==> config.mk <==
export PLATFORM = sky130hd
export DESIGN_NAME = fifo_push_arbiter
export DESIGN_NICKNAME = d
export VERILOG_FILES = /design/src/rtl/fifo_push_arbiter.sv
export SDC_FILE = /design/constraint.sdc
export NUM_CORES = 1
export LEC_CHECK = 0
export CORE_MARGIN = 3
export CORE_UTILIZATION = 28
export DETAILED_ROUTE_END_ITERATION = 10
export GPL_TIMING_DRIVEN = 1
export PLACE_DENSITY = 0.81
export SETUP_SLACK_MARGIN = 0.05
export SLEW_MARGIN = 20
export SYNTH_ARGS = -nofsm -noshare
export SYNTH_HDL_FRONTEND = slang
export SYNTH_SLANG_ARGS = --single-unit
==> constraint.sdc <==
create_clock -name clock -period 2.7 [get_ports clock]
set_input_delay 0.675 -clock clock [delete_from_list [all_inputs] [get_ports clock]]
set_output_delay 0.675 -clock clock [all_outputs]
set_load 0.02 [all_outputs]
==> src/rtl/fifo_push_arbiter.sv <==
// fifo_push_arbiter
//   Shares one FIFO push port among nrOfRequesters producers. A producer that
//   wins round-robin arbitration owns the port for a whole burst (ending on its
//   reqLast word or after maxBurst words), so bursts never interleave in the FIFO.
//   One IDLE cycle separates consecutive bursts; that cycle is where arbitration
//   happens.
// Ports
//   clock, reset         : rising-edge clock, async active-low reset
//   reqValid/reqLast     : per-producer offer and end-of-burst marker
//   reqData              : producer i's word at [i*bitWidth +: bitWidth]
//   fifoFull             : FIFO full flag
//   reqReady             : one-hot (or zero) accept strobe back to producers
//   fifoPush/fifoPushData: FIFO push pins
//   grantId, busy        : current owner, valid while busy

// Per-producer slice of the handshake: owner decode, ready, push and data gating.
module fpa_lane #(
  parameter int bitWidth = 32,
  parameter int GW       = 2,
  parameter int ID       = 0
) (
  input  logic                i_busy,
  input  logic [GW-1:0]       i_grantId,
  input  logic                i_fifoFull,
  input  logic                i_valid,
  input  logic [bitWidth-1:0] i_data,
  output logic                o_ready,
  output logic                o_push,
  output logic [bitWidth-1:0] o_data
);
  logic w_owner;

  assign w_owner = i_busy && (i_grantId == GW'(ID));
  assign o_ready = w_owner && !i_fifoFull;
  assign o_push  = o_ready && i_valid;
  // Non-owners contribute zero so the top can OR all lanes together.
  assign o_data  = w_owner ? i_data : '0;
endmodule

module fifo_push_arbiter #(
  parameter int nrOfRequesters = 4,
  parameter int bitWidth       = 32,
  parameter int maxBurst       = 8,
  localparam int GW  = (nrOfRequesters > 1) ? $clog2(nrOfRequesters) : 1,
  localparam int BCW = $clog2(maxBurst + 1)
) (
  input  logic                               clock,
  input  logic                               reset,
  input  logic [nrOfRequesters-1:0]          reqValid,
  input  logic [nrOfRequesters-1:0]          reqLast,
  input  logic [nrOfRequesters*bitWidth-1:0] reqData,
  input  logic                               fifoFull,
  output logic [nrOfRequesters-1:0]          reqReady,
  output logic                               fifoPush,
  output logic [bitWidth-1:0]                fifoPushData,
  output logic [GW-1:0]                      grantId,
  output logic                               busy
);
  typedef enum logic {IDLE = 1'b0, GRANT = 1'b1} state_t;

  state_t          r_state, w_stateNxt;
  logic [GW-1:0]   r_grantId, w_grantNxt;
  logic [GW-1:0]   r_lastGrant, w_lastNxt;
  logic [BCW-1:0]  r_burstCount, w_countNxt;

  logic                                     w_busy;
  logic                                     w_xfer;
  logic                                     w_lastSel;
  logic                                     w_found;
  logic [GW-1:0]                            w_pick;
  logic [31:0]                              w_idx;
  logic [nrOfRequesters-1:0]                w_ready;
  logic [nrOfRequesters-1:0]                w_push;
  logic [nrOfRequesters-1:0][bitWidth-1:0]  w_laneData;
  logic [bitWidth-1:0]                      w_pushData;

  assign w_busy = (r_state == GRANT);

  genvar gi;
  generate
    for (gi = 0; gi < nrOfRequesters; gi++) begin : g_lane
      fpa_lane #(.bitWidth(bitWidth), .GW(GW), .ID(gi)) u_lane (
        .i_busy    (w_busy),
        .i_grantId (r_grantId),
        .i_fifoFull(fifoFull),
        .i_valid   (reqValid[gi]),
        .i_data    (reqData[gi*bitWidth +: bitWidth]),
        .o_ready   (w_ready[gi]),
        .o_push    (w_push[gi]),
        .o_data    (w_laneData[gi])
      );
    end
  endgenerate

  always_comb begin
    w_pushData = '0;
    for (int i = 0; i < nrOfRequesters; i++) w_pushData = w_pushData | w_laneData[i];
  end

  assign w_xfer    = |w_push;
  assign w_lastSel = reqLast[r_grantId];

  // Round-robin pick: first valid producer searching upward from lastGrant+1.
  always_comb begin
    w_found = 1'b0;
    w_pick  = '0;
    w_idx   = '0;
    for (int k = 1; k <= nrOfRequesters; k++) begin
      w_idx = (32'(r_lastGrant) + 32'(unsigned'(k))) % 32'(unsigned'(nrOfRequesters));
      if (!w_found && reqValid[w_idx[GW-1:0]]) begin
        w_found = 1'b1;
        w_pick  = w_idx[GW-1:0];
      end
    end
  end

  always_comb begin
    w_stateNxt = r_state;
    w_grantNxt = r_grantId;
    w_lastNxt  = r_lastGrant;
    w_countNxt = r_burstCount;
    case (r_state)
      IDLE: begin
        if (w_found) begin
          w_stateNxt = GRANT;
          w_grantNxt = w_pick;
          w_countNxt = '0;
        end
      end
      GRANT: begin
        // A held grant with no transfer (full or valid gap) leaves the count alone.
        if (w_xfer) begin
          w_countNxt = r_burstCount + BCW'(1);
          if (w_lastSel || (r_burstCount == BCW'(maxBurst - 1))) begin
            w_stateNxt = IDLE;
            w_lastNxt  = r_grantId;
          end
        end
      end
      default: w_stateNxt = IDLE;
    endcase
  end

  always_ff @(posedge clock or negedge reset) begin
    if (!reset) begin
      r_state      <= IDLE;
      r_grantId    <= '0;
      r_lastGrant  <= GW'(nrOfRequesters - 1);
      r_burstCount <= '0;
    end else begin
      r_state      <= w_stateNxt;
      r_grantId    <= w_grantNxt;
      r_lastGrant  <= w_lastNxt;
      r_burstCount <= w_countNxt;
    end
  end

  // All outputs derive from registered state, so they clear as soon as reset asserts.
  assign reqReady     = w_ready;
  assign fifoPush     = w_xfer;
  assign fifoPushData = w_pushData;
  assign grantId      = r_grantId;
  assign busy         = w_busy;
endmodule

* Word level (Yosys, flattened, before mapping)
Index checks and enable logic that the tools add are counted.
** Operators by class
- Add/subtract/negate cells :: 5
- Magnitude comparators :: 5
- Equality and inequality tests :: 6
- Mux-type cells :: 29
- Bitwise operators :: 4
- Reduce and logical (&&, ||, !) cells :: 25
** Operators by type and width (number)
- $mux W32 :: 4
- $or A32 B32 Y32 :: 3
- $logic_and A1 B1 Y1 :: 15
- $lt A2 B3 Y1 const B :: 5
- $mux W1 :: 12
- $bmux W1 S2 :: 5
- $mux W2 :: 4
- $mux W4 :: 2
- $pmux W4 S2 :: 1
- $add A2 B1 Y2 const B :: 2
- $add A2 B2 Y2 const B :: 2
- $add A4 B1 Y4 const B :: 1
- $eq A2 B2 Y1 const B :: 2
- $eq A4 B3 Y1 const B :: 1
- $logic_not A1 Y1 :: 4
- $ne A2 B2 Y1 const B :: 2
- $reduce_and A2 Y1 :: 2
- $reduce_or A4 Y1 :: 1
- $reduce_and A3 Y1 :: 1
- $eq A2 B1 Y1 const B :: 1
- $logic_not A2 Y1 :: 1
- $pmux W1 S2 :: 1
- $logic_or A1 B1 Y1 :: 1
- $not A1 Y1 :: 1
** Storage, ports and cells
- Bits in registers :: 9
- Bits of input ports :: 139
- Output and inout port bits :: 40
- Word-level logic and storage cells :: 78

* Longest topological paths before layout
Gate-level depths: netlist (run 1).
- Word-level depth :: 15
- Depth in mapped cells :: 5
- Gate-level depth less buffers :: 5

* Hierarchy
A second synthesis (run 1) with hierarchy kept.
** Unflattened totals
- Cell total of the unflattened synthesis :: 233
- Area total of the unflattened synthesis :: 1798.0 um^2
** Modules (own cells, without submodules)
- fifo_push_arbiter :: instances 1, cells each 80, area an instance 753.2 um^2, seq. area each 227.7 um^2
- fpa_lane (g_lane[1].u_lane ...) :: instances 2, cells each 38, area an instance 259.0 um^2, seq. area each 0.0 um^2
- fpa_lane (g_lane[3].u_lane) :: instances 1, cells each 39, area an instance 270.3 um^2, seq. area each 0.0 um^2
- fpa_lane (g_lane[0].u_lane) :: instances 1, cells each 38, area an instance 256.5 um^2, seq. area each 0.0 um^2

* Least setup slack after synthesis (run 1)
Ideal clock, no wire load.
- Path kind :: register to output
- Start point :: register r_grantId[0] (netlist: grantId[0])
- End point :: output fifoPushData[10]
- Arrival :: 1699 ps
- Required time :: 2025 ps
- Slack :: 326 ps
- Cell stages (with the launch flop) :: 5
- Path buffers :: 2
- Cells stage by stage :: dfrtp_1 -> buf_4 -> buf_4 -> mux4_2 -> and2_1
** On the way
- Longest elaborated chain between the ends :: 6
- Elaborated cells between the ends (all ways) :: 15
- Classes of those cells :: eq/ne (3); mux (4); bitwise (3); reduce/logical (5)
** Ends and longest elaborated chain
- from (decl) :: line 62 : logic [GW-1:0] r_grantId, w_grantNxt;
- from (signal assigned) :: line 152 : r_grantId <= w_grantNxt;
- $eq A2 B1 Y1 or $logic_not A2 Y1 (tied branches) :: line 33 : assign w_owner = i_busy && (i_grantId == GW'(ID));
- $logic_and A1 B1 Y1 :: line 33
- $mux W32 :: line 37 : assign o_data = w_owner ? i_data : '0;
- $or A32 B32 Y32 (2 in a row) :: line 97 : for (int i = 0; i < nrOfRequesters; i++) w_pushData = w_pushData | w_laneData[i];
- $or A32 B32 Y32 * :: line 97
- to (decl) :: line 55 : output logic [bitWidth-1:0] fifoPushData,
Mark *: on every way between the ends. The rest lies on a longest branch, timed or not.

* Worst setup path in the final report (run 1)
- Start point :: input reqData[113]
- End point :: output fifoPushData[17]
** On the way
- Longest elaborated chain between the ends :: 2
** Ends and longest elaborated chain
- from (decl) :: line 51 : input logic [nrOfRequesters*bitWidth-1:0] reqData,
- $mux W32 :: line 37
- $or A32 B32 Y32 :: line 97
Every way passes these cells.

==> results of run 1 <==
[through the flow]
stage | TNS, ns | std cells | worst slack, ns
2_1_floorplan | 0 | 143 | 0.326
3_3_place_gp | -7.43 | 387 | -0.294
3_5_place_dp | -7.99 | 387 | -0.331
4_1_cts | 0 | 391 | 0.0506
5_1_grt | 0 | 391 | 0.0503
6_report | 0 | 391 | 0.0754
[cell usage after synthesis (2+ instances only)]
cell type / count / share of area
clkbuf_1: 4 / 0.0093
and2_1: 32 / 0.12
dfstp_2: 2 / 0.033
buf_4: 8 / 0.037
inv_1: 3 / 0.0070
mux4_2: 34 / 0.47
nor2_1: 9 / 0.021
mux2i_1: 4 / 0.025
a21oi_1: 5 / 0.016
buf_2: 4 / 0.012
nand2_1: 5 / 0.012
nor4_1: 2 / 0.0078
nor2b_1: 2 / 0.0078
nand2b_1: 2 / 0.0078
o21ai_1: 5 / 0.016
dfrtp_1: 7 / 0.11
[logic make-up after synthesis]
| group | synth area share |
|---|---|
| compound gates | 0.0620 |
| xor+xnor | 0.00543 |
| fa+ha+maj | 0.00775 |
| buf+inv | 0.0705 |
| flops | 0.141 |
| mux | 0.506 |
| simple gates | 0.207 |
[sequential cells by signal, indices dropped and copies added, names as in the netlist]
register,count
busy,1
grantId,2
r_burstCount,4
r_lastGrant,2
[layout make-up]
cell class	instances	area, sq um	share of cell area
repair buffers	189	1760	0.516
multi-input cells	113	1270	0.373
flip-flops and latches	9	229	0.0670
well taps	72	90.1	0.0264
clock buffers	4	45.0	0.0132
inverters	4	15.0	0.00440
[worst max-delay path, delay by kind of cell]
family / cells / cell delay, ns
AND/OR/NAND/NOR: 1 / 0.16
buffers and inverters: 2 / 0.65
multiplexers: 1 / 0.45
[repair_timing]
| item | in CTS | in global routing |
|---|---|---|
| pin swaps | 0 | 0 |
| gates resized for setup | 102 | 22 |
| endpoints found under the setup margin | 37 | 21 |
[report_power, final]
part           total (uW)  switching, uW  internal (uW)
clock                 152           49.5            103
combinational        2500           1220           1280
sequential            275           67.1            208
[metal layers]
| layer | share of wire | up-vias |
|---|---|---|
| li1 | - | 901 |
| met2 | 0.54 | 92 |
| met5 | 0 | - |
| met3 | 0.096 | 8 |
| met1 | 0.35 | 920 |
| met4 | 0.013 | 0 |
[how the worst max path moves through the flow]
stage                       startpoint          endpoint  depth (start not counted)
after floorplan             grantId[0]  fifoPushData[10]                          4
after global placement        fifoFull          fifoPush                          4
after detailed placement      fifoFull          fifoPush                          4
after CTS                 reqData[117]  fifoPushData[21]                          4
after global routing       reqData[66]   fifoPushData[2]                          4
final                     reqData[113]  fifoPushData[17]                          4
==> impl_metrics.env, run 1 <==
export IMPL_min_path_cells=1
export IMPL_grt_pass1_vias=1969
export IMPL_drc=0
export IMPL_core_sq_mm=0.00554
export IMPL_timing_final_crit_period_ns=2.62
export IMPL_grt_use_met2=0.382
export IMPL_rsz0062_at_grt="no"
export IMPL_cts_tree="yes"
export IMPL_fin_nets=460
export IMPL_grt_usage=0.202
export IMPL_clock_sinks=9
export IMPL_area_delta_synth_final_pct=112
export IMPL_r2r_cells=4
export IMPL_drt_pass1_iter_count=4
export IMPL_timing_fmax_ghz=0.381
export IMPL_antenna_cells=0
export IMPL_min_path_type="reg2reg"
export IMPL_die_h_um=81.9
export IMPL_antenna_left=0
export IMPL_cap_violations=0
export IMPL_clockRootBuffer="clkbuf_8"
export IMPL_p_leak_uw=0.00134
export IMPL_synth_fp_nets=283
export IMPL_layout_commonest_cell="clkdlybuf4s50_1"
export IMPL_cp_max_fo=1
export IMPL_synth_edf_count=0
export IMPL_critPathMaxStageDelay_ns=0.45
export IMPL_cts_made_buffers=3
export IMPL_worstPathRequired_ns=2.03
export IMPL_placed_area_sq_mm=0.00350
export IMPL_critPathLaunchType="input pin"
export IMPL_antenna_found_initial=0
export IMPL_rrSetupSlack_ns=0.91
export IMPL_slew_headroom=0.669
export IMPL_final_cell_mix="clkdlybuf4s50_1, mux4_2, and2_1"
export IMPL_grt_use_met1=0.225
export IMPL_synthFlopType="dfrtp_1"
export IMPL_ys_seq_area_frac=0.141
export IMPL_cts_buffer_depth=2
export IMPL_fill_cells=479
export IMPL_status="finished, final reports clean"
export IMPL_skew_ns=0.00676
export IMPL_grt_ovfl_total=0
export IMPL_clk_insertion_delay_late_ns=0.23
export IMPL_io_pin_count=179
export IMPL_design_area_sq_mm=0.00342
export IMPL_whs_ns=0.496
export IMPL_finalSetupViolCount=0
export IMPL_finalPower_uw=2930
export IMPL_arrival_ns=1.95
export IMPL_final_util=0.617
export IMPL_synthArstFlopShare=1.00
export IMPL_syn_cell_area_sq_mm=0.00161
export IMPL_htreeDepth=1
export IMPL_vias=1921
export IMPL_grt_max_degree=37
export IMPL_placementRows=27
export IMPL_gp_congestion=0.827
export IMPL_avgSynthCellArea_sq_um=11.3
export IMPL_cp_cell_sequence="clkdlybuf4s50_1, mux4_2, and2_1, clkdlybuf4s15_2"
export IMPL_wl_per_cell_um=18.4
export IMPL_drt_iter0_markers=27
export IMPL_crit_type="in2out"
export IMPL_synth_cells=143
export IMPL_peakVddDrop_mv=0.565
export IMPL_min_to="r_burstCount[0]"
export IMPL_dieArea_sq_mm=0.00671
export IMPL_p_per_area_mw_per_mm2=857
export IMPL_yosysUniqueCellTypes=31
export IMPL_clk_pin_slew_ns=0.05
export IMPL_drv_slew=0
export IMPL_layout_drive_gt1_share=0.288
export IMPL_r2r_end="r_lastGrant[1]"
export IMPL_r2r_start="grantId[0]"
export IMPL_slowest_stage="mux4_2"
export IMPL_initial_utilization=0.291
export IMPL_numPortBuffers=178
export IMPL_use_met3=0.0526
export IMPL_worst_slew_pin_slew_ns=0.493
export IMPL_fp_dieW_um=81.9
export IMPL_dpl_hpwl_mm=6.18
export IMPL_grt_pass1_wl_mm=10.2
export IMPL_routed_wl_mm=7.21
export IMPL_post_cts_buffers=0
export IMPL_hp_start="r_burstCount[0]"
export IMPL_synth_seq_cells=9
export IMPL_endpoint_kind="output pin"
export IMPL_min_period_over_period=0.972
export IMPL_via_per_inst=4.91
export IMPL_yosys_warnings=0
export IMPL_ctsHoldBuffers=0
export IMPL_top_usage_layer="met2"
export IMPL_finalHoldViolCount=0
(Power assumes the default switching activity.)
==> run 2: changes to the inputs <==
--- a/config.mk
+++ b/config.mk
@@ -6,10 +6,10 @@
 export NUM_CORES = 1
 export LEC_CHECK = 0
 export CORE_MARGIN = 3
-export CORE_UTILIZATION = 28
+export CORE_UTILIZATION = 25
 export DETAILED_ROUTE_END_ITERATION = 10
 export GPL_TIMING_DRIVEN = 1
-export PLACE_DENSITY = 0.81
+export PLACE_DENSITY = 0.74
 export SETUP_SLACK_MARGIN = 0.05
 export SLEW_MARGIN = 20
 export SYNTH_ARGS = -nofsm -noshare
==> run 2 against run 1 <==
Die area up 11%; wire length down 4.8%; core utilization down 5.7 points; flip-flop and latch count unchanged; clock skew down 0.0055 ns; highest routed layer unchanged.
==> impl_metrics.env, run 2 (synthesized netlist as in run 1, its figures left out) <==
export IMPL_drt_iter0_markers=26
export IMPL_layout_drive_gt1_share=0.285
export IMPL_drt_pass1_iter_count=4
export IMPL_arrival_ns=1.95
export IMPL_antenna_left=0
export IMPL_skew_ns=0.00126
export IMPL_r2r_cells=4
export IMPL_drc=0
export IMPL_grt_max_degree=30
export IMPL_cp_max_fo=1
export IMPL_htreeDepth=1
export IMPL_crit_type="in2out"
export IMPL_grt_use_met1=0.201
export IMPL_min_path_type="reg2reg"
export IMPL_use_met3=0.0333
export IMPL_via_per_inst=4.91
export IMPL_slew_headroom=0.665
export IMPL_path_buf_inv=2
export IMPL_grt_pass1_wl_mm=10.7
export IMPL_endpoint_kind="output pin"
export IMPL_place_ws_ns=-0.330
export IMPL_antenna_cells=0
export IMPL_rsz0062_at_grt="no"
export IMPL_clockRootBuffer="clkbuf_8"
export IMPL_numPortBuffers=178
export IMPL_grt_ovfl_total=0
export IMPL_top_usage_layer="met2"
export IMPL_final_util=0.560
export IMPL_critPathLaunchType="input pin"
export IMPL_p_per_area_mw_per_mm2=855
export IMPL_grt_use_met2=0.357
export IMPL_p_leak_uw=0.00134
export IMPL_r2r_start="grantId[0]"
export IMPL_cts_made_buffers=3
export IMPL_clk_insertion_delay_late_ns=0.23
export IMPL_cts_buffer_depth=2
export IMPL_fp_dieW_um=86.4
export IMPL_finalPower_uw=2920
export IMPL_antenna_found_initial=0
export IMPL_grt_pass1_vias=2216
export IMPL_min_path_cells=1
export IMPL_slowest_stage="mux4_2"
export IMPL_clock_sinks=9
export IMPL_wl_per_cell_um=17.4
export IMPL_dpl_hpwl_mm=5.94
export IMPL_core_sq_mm=0.00610
export IMPL_timing_final_crit_period_ns=2.63
export IMPL_worstPathRequired_ns=2.03
export IMPL_io_pin_count=179
export IMPL_die_h_um=86.4
export IMPL_min_period_over_period=0.973
export IMPL_critPathMaxStageDelay_ns=0.46
export IMPL_min_to="r_burstCount[0]"
export IMPL_routed_wl_mm=6.86
export IMPL_final_cell_mix="clkdlybuf4s50_1, mux4_2, and2_1"
export IMPL_cap_violations=0
export IMPL_drv_slew=0
export IMPL_initial_utilization=0.265
export IMPL_largest_register="r_burstCount"
export IMPL_vias=1933
export IMPL_fin_nets=460
export IMPL_cp_top_family="buffers and inverters"
export IMPL_rrSetupSlack_ns=0.93
export IMPL_area_delta_synth_final_pct=111
export IMPL_cp_cell_sequence="clkdlybuf4s50_1, mux4_2, and2_1, clkdlybuf4s15_2"
export IMPL_finalSetupViolCount=0
export IMPL_worst_slack_ns=0.0723
export IMPL_r2r_end="r_lastGrant[1]"
export IMPL_status="finished, final reports clean"
export IMPL_largest_reg_flops=4
export IMPL_timing_fmax_ghz=0.381
export IMPL_placementRows=28
export IMPL_dieArea_sq_mm=0.00746
export IMPL_post_cts_buffers=0
export IMPL_hp_start="r_burstCount[0]"
export IMPL_gp_congestion=0.759
export IMPL_finalHoldViolCount=0
export IMPL_cts_tree="yes"
export IMPL_worst_slew_pin_slew_ns=0.497
export IMPL_layout_commonest_cell="clkdlybuf4s50_1"
export IMPL_peakVddDrop_mv=0.575
export IMPL_ctsHoldBuffers=0
export IMPL_grt_usage=0.182
export IMPL_clk_pin_slew_ns=0.04
==> run 2: stage by stage <==
stage,cell area [sq um],setup TNS (ns),instances,hold WS (ns)
after global placement,3510,-7.43,390,0.492
after CTS,3560,0,394,0.520
after detailed placement,3510,-7.89,390,0.516
after floorplan,1610,0,143,0.379
final,3410,0,394,0.527
after global routing,3410,0,394,0.550
==> run 2: area by class of cell <==
cell class / count / area, sq um
Clock buffer: 4 / 45.0
Fill cell: 548 / 2680
Inverter: 4 / 15.0
Multi-Input combinational cell: 113 / 1270
Sequential cell: 9 / 229
Tap cell: 75 / 93.8
Timing Repair Buffer: 189 / 1760
==> run 2: timing repair <==
action | in CTS | in global routing
resized for setup | 100 | 27
setup endpoints to repair | 37 | 27
cloned | 0 | 0
==> run 2: report_power, final <==
part           internal, uW  leakage (uW)  switching (uW)
combinational          1270       0.00121            1210
sequential              208      0.000104            74.4
clock                   103     0.0000228            52.4
==> run 2: how the worst max path moves through the flow <==
stage                 start               end  slack (ns)  cells after the start
3_5_place_dp       fifoFull          fifoPush       -0.33                      4
3_3_place_gp       fifoFull          fifoPush       -0.32                      4
5_1_grt         reqData[51]  fifoPushData[19]        0.05                      4
6_report       reqData[113]  fifoPushData[17]        0.07                      4
2_1_floorplan    grantId[0]  fifoPushData[10]        0.33                      4
4_1_cts        reqData[114]  fifoPushData[18]        0.05                      4
==> run 2: routing by layer <==
metal / routed length, um / vias up
li1: - / 897
met1: 2450 / 930
met2: 3720 / 102
met3: 637 / 4
met4: 55 / 0
met5: 0 / -
==> run 3: changes to the inputs <==
--- a/config.mk
+++ b/config.mk
@@ -6,11 +6,11 @@
 export NUM_CORES = 1
 export LEC_CHECK = 0
 export CORE_MARGIN = 3
-export CORE_UTILIZATION = 25
+export CORE_UTILIZATION = 28
 export DETAILED_ROUTE_END_ITERATION = 10
 export GPL_TIMING_DRIVEN = 1
-export PLACE_DENSITY = 0.74
-export SETUP_SLACK_MARGIN = 0.05
+export PLACE_DENSITY = 0.81
+export SETUP_SLACK_MARGIN = 0.02
 export SLEW_MARGIN = 20
 export SYNTH_ARGS = -nofsm -noshare
 export SYNTH_HDL_FRONTEND = slang
==> run 3 against run 2 <==
Critical path depth unchanged; worst hold slack got worse by 0.031 ns; final cell count decreased by 0.76%; total power decreased by 0.22%; maximum frequency decreased by 0.97%; count of clock-buffer cells in the layout unchanged; first-iteration DRC count increased by 12%; die area decreased by 10%; non-clock buffer count unchanged; combinational power about the same; highest routed layer unchanged.
==> impl_metrics.env, run 3 (synthesized netlist as in run 1, its figures left out) <==
export IMPL_numPortBuffers=178
export IMPL_cts_tree="yes"
export IMPL_antenna_found_initial=0
export IMPL_p_per_area_mw_per_mm2=857
export IMPL_placed_area_sq_mm=0.00350
export IMPL_fin_cells=391
export IMPL_post_cts_buffers=0
export IMPL_area_delta_synth_final_pct=110
export IMPL_wl_per_cell_um=18.5
export IMPL_worst_slew_pin_slew_ns=0.493
export IMPL_drc=0
export IMPL_drv_slew=0
export IMPL_timing_fmax_ghz=0.377
export IMPL_min_path_type="reg2reg"
export IMPL_timing_final_crit_period_ns=2.65
export IMPL_grt_ovfl_total=0
export IMPL_grt_max_degree=37
export IMPL_clockRootBuffer="clkbuf_8"
export IMPL_peakVddDrop_mv=0.530
export IMPL_clk_insertion_delay_late_ns=0.23
export IMPL_critPathLaunchType="input pin"
export IMPL_p_leak_uw=0.00134
export IMPL_p_int_uw=1570
export IMPL_die_h_um=81.9
export IMPL_dieArea_sq_mm=0.00671
export IMPL_skew_ns=0.00705
export IMPL_finalPower_uw=2910
export IMPL_antenna_cells=0
export IMPL_cp_max_fo=1
export IMPL_clock_sinks=9
export IMPL_dpl_hpwl_mm=6.18
export IMPL_gp_congestion=0.827
export IMPL_rsz0062_at_grt="no"
export IMPL_clk_pin_slew_ns=0.05
export IMPL_switching_power_uw=1350
export IMPL_core_sq_mm=0.00554
export IMPL_multi_input_area_sq_mm=0.00127
export IMPL_arrival_ns=1.98
export IMPL_switching_share=0.462
export IMPL_design_area_sq_mm=0.00340
export IMPL_clkPwrFrac=0.052
export IMPL_layout_commonest_cell="clkdlybuf4s50_1"
export IMPL_cts_buffer_depth=2
export IMPL_grt_pass1_wl_mm=10.2
export IMPL_endpoint_kind="output pin"
export IMPL_combPwrFrac=0.853
export IMPL_layout_drive_gt1_share=0.276
export IMPL_dp_cells=387
export IMPL_htreeDepth=1
export IMPL_largest_reg_flops=4
export IMPL_regArea_sq_um=229
export IMPL_crit_type="in2out"
export IMPL_fp_dieW_um=81.9
export IMPL_cap_violations=0
export IMPL_grt_usage=0.202
export IMPL_antenna_left=0
export IMPL_io_pin_count=179
export IMPL_finalSetupViolCount=0
export IMPL_cts_made_buffers=3
export IMPL_fin_nets=460
export IMPL_via_per_inst=4.94
export IMPL_final_cell_mix="clkdlybuf4s50_1, mux4_2, and2_1"
export IMPL_finalHoldViolCount=0
export IMPL_worstPathRequired_ns=2.03
export IMPL_min_period_over_period=0.983
export IMPL_status="finished, final reports clean"
export IMPL_vias=1932
export IMPL_largest_register="r_burstCount"
export IMPL_final_util=0.613
export IMPL_placementRows=27
export IMPL_drt_iter0_markers=29
export IMPL_grt_pass1_vias=1973
export IMPL_seq_power_share=0.095
export IMPL_initial_utilization=0.291
export IMPL_fill_cells=478
export IMPL_routed_wl_mm=7.22
export IMPL_slew_headroom=0.668
export IMPL_drt_pass1_iter_count=6
-- run 3: changes by cell type in the layout (fill, tap and decap cells not counted), sizes merged --
cell         delta
dlygate4sd2     +1
clkbuf         +12
buf            -13
-- run 3: worst paths after layout --
check | start | to | slack (ns) | cells after the start
min in group asynchronous | reset | r_burstCount[0] | 0.74 | 1
setup reg to reg | grantId[0] | r_lastGrant[1] | 0.91 | 4
setup / recovery | reqData[106] | fifoPushData[10] | 0.05 | 4
hold reg to reg | r_burstCount[0] | r_burstCount[0] | 0.50 | 1
max in group asynchronous | reset | r_lastGrant[0] | 1.64 | 1
hold / removal | r_burstCount[0] | r_burstCount[0] | 0.50 | 1
-- run 3: power by group through the flow --
stage,registers (uW),clock network [uW],logic [uW]
floorplan,277,0,1650
global placement,270,0,2770
detailed placement,276,0,2800
CTS,275,156,2610
global route,289,164,2660
finish,276,152,2480
-- run 3: final cells by class --
class	instances	area share
Timing Repair Buffer	189	0.514
Sequential cell	9	0.0674
Clock buffer	4	0.0133
Tap cell	72	0.0265
Inverter	4	0.00442
Multi-Input combinational cell	113	0.375
-- run 3: per-stage QoR --
stage / hold slack [ns] / TNS [ns] / worst slack, ns
floorplan: 0.379 / 0 / 0.326
global placement: 0.488 / -7.43 / -0.294
detailed placement: 0.497 / -7.99 / -0.331
CTS: 0.502 / 0 / 0.0200
global route: 0.551 / 0 / 0.0244
finish: 0.495 / 0 / 0.0466
-- run 3: critical path, cell delays in order --
cell,delay [ns]
clkdlybuf4s50_1,0.40
mux4_2,0.46
and2_1,0.16
clkdlybuf4s15_1,0.28
-- run 3: layer usage --
metal | vias to the layer above | GRT usage | routed length, um
met4 | 0 | 0.0382 | 97
li1 | 900 | - | -
met1 | 930 | 0.226 | 2560
met2 | 94 | 0.382 | 3860
met3 | 8 | 0.0515 | 692
met5 | - | 0 | 0
-- run 3: what timing repair did --
item | in CTS | in global routing
pin swaps | 0 | 0
endpoints found under the setup margin | 37 | 29
hold buffers | 0 | 0
resized for setup | 69 | 41
gates cloned | 0 | 0
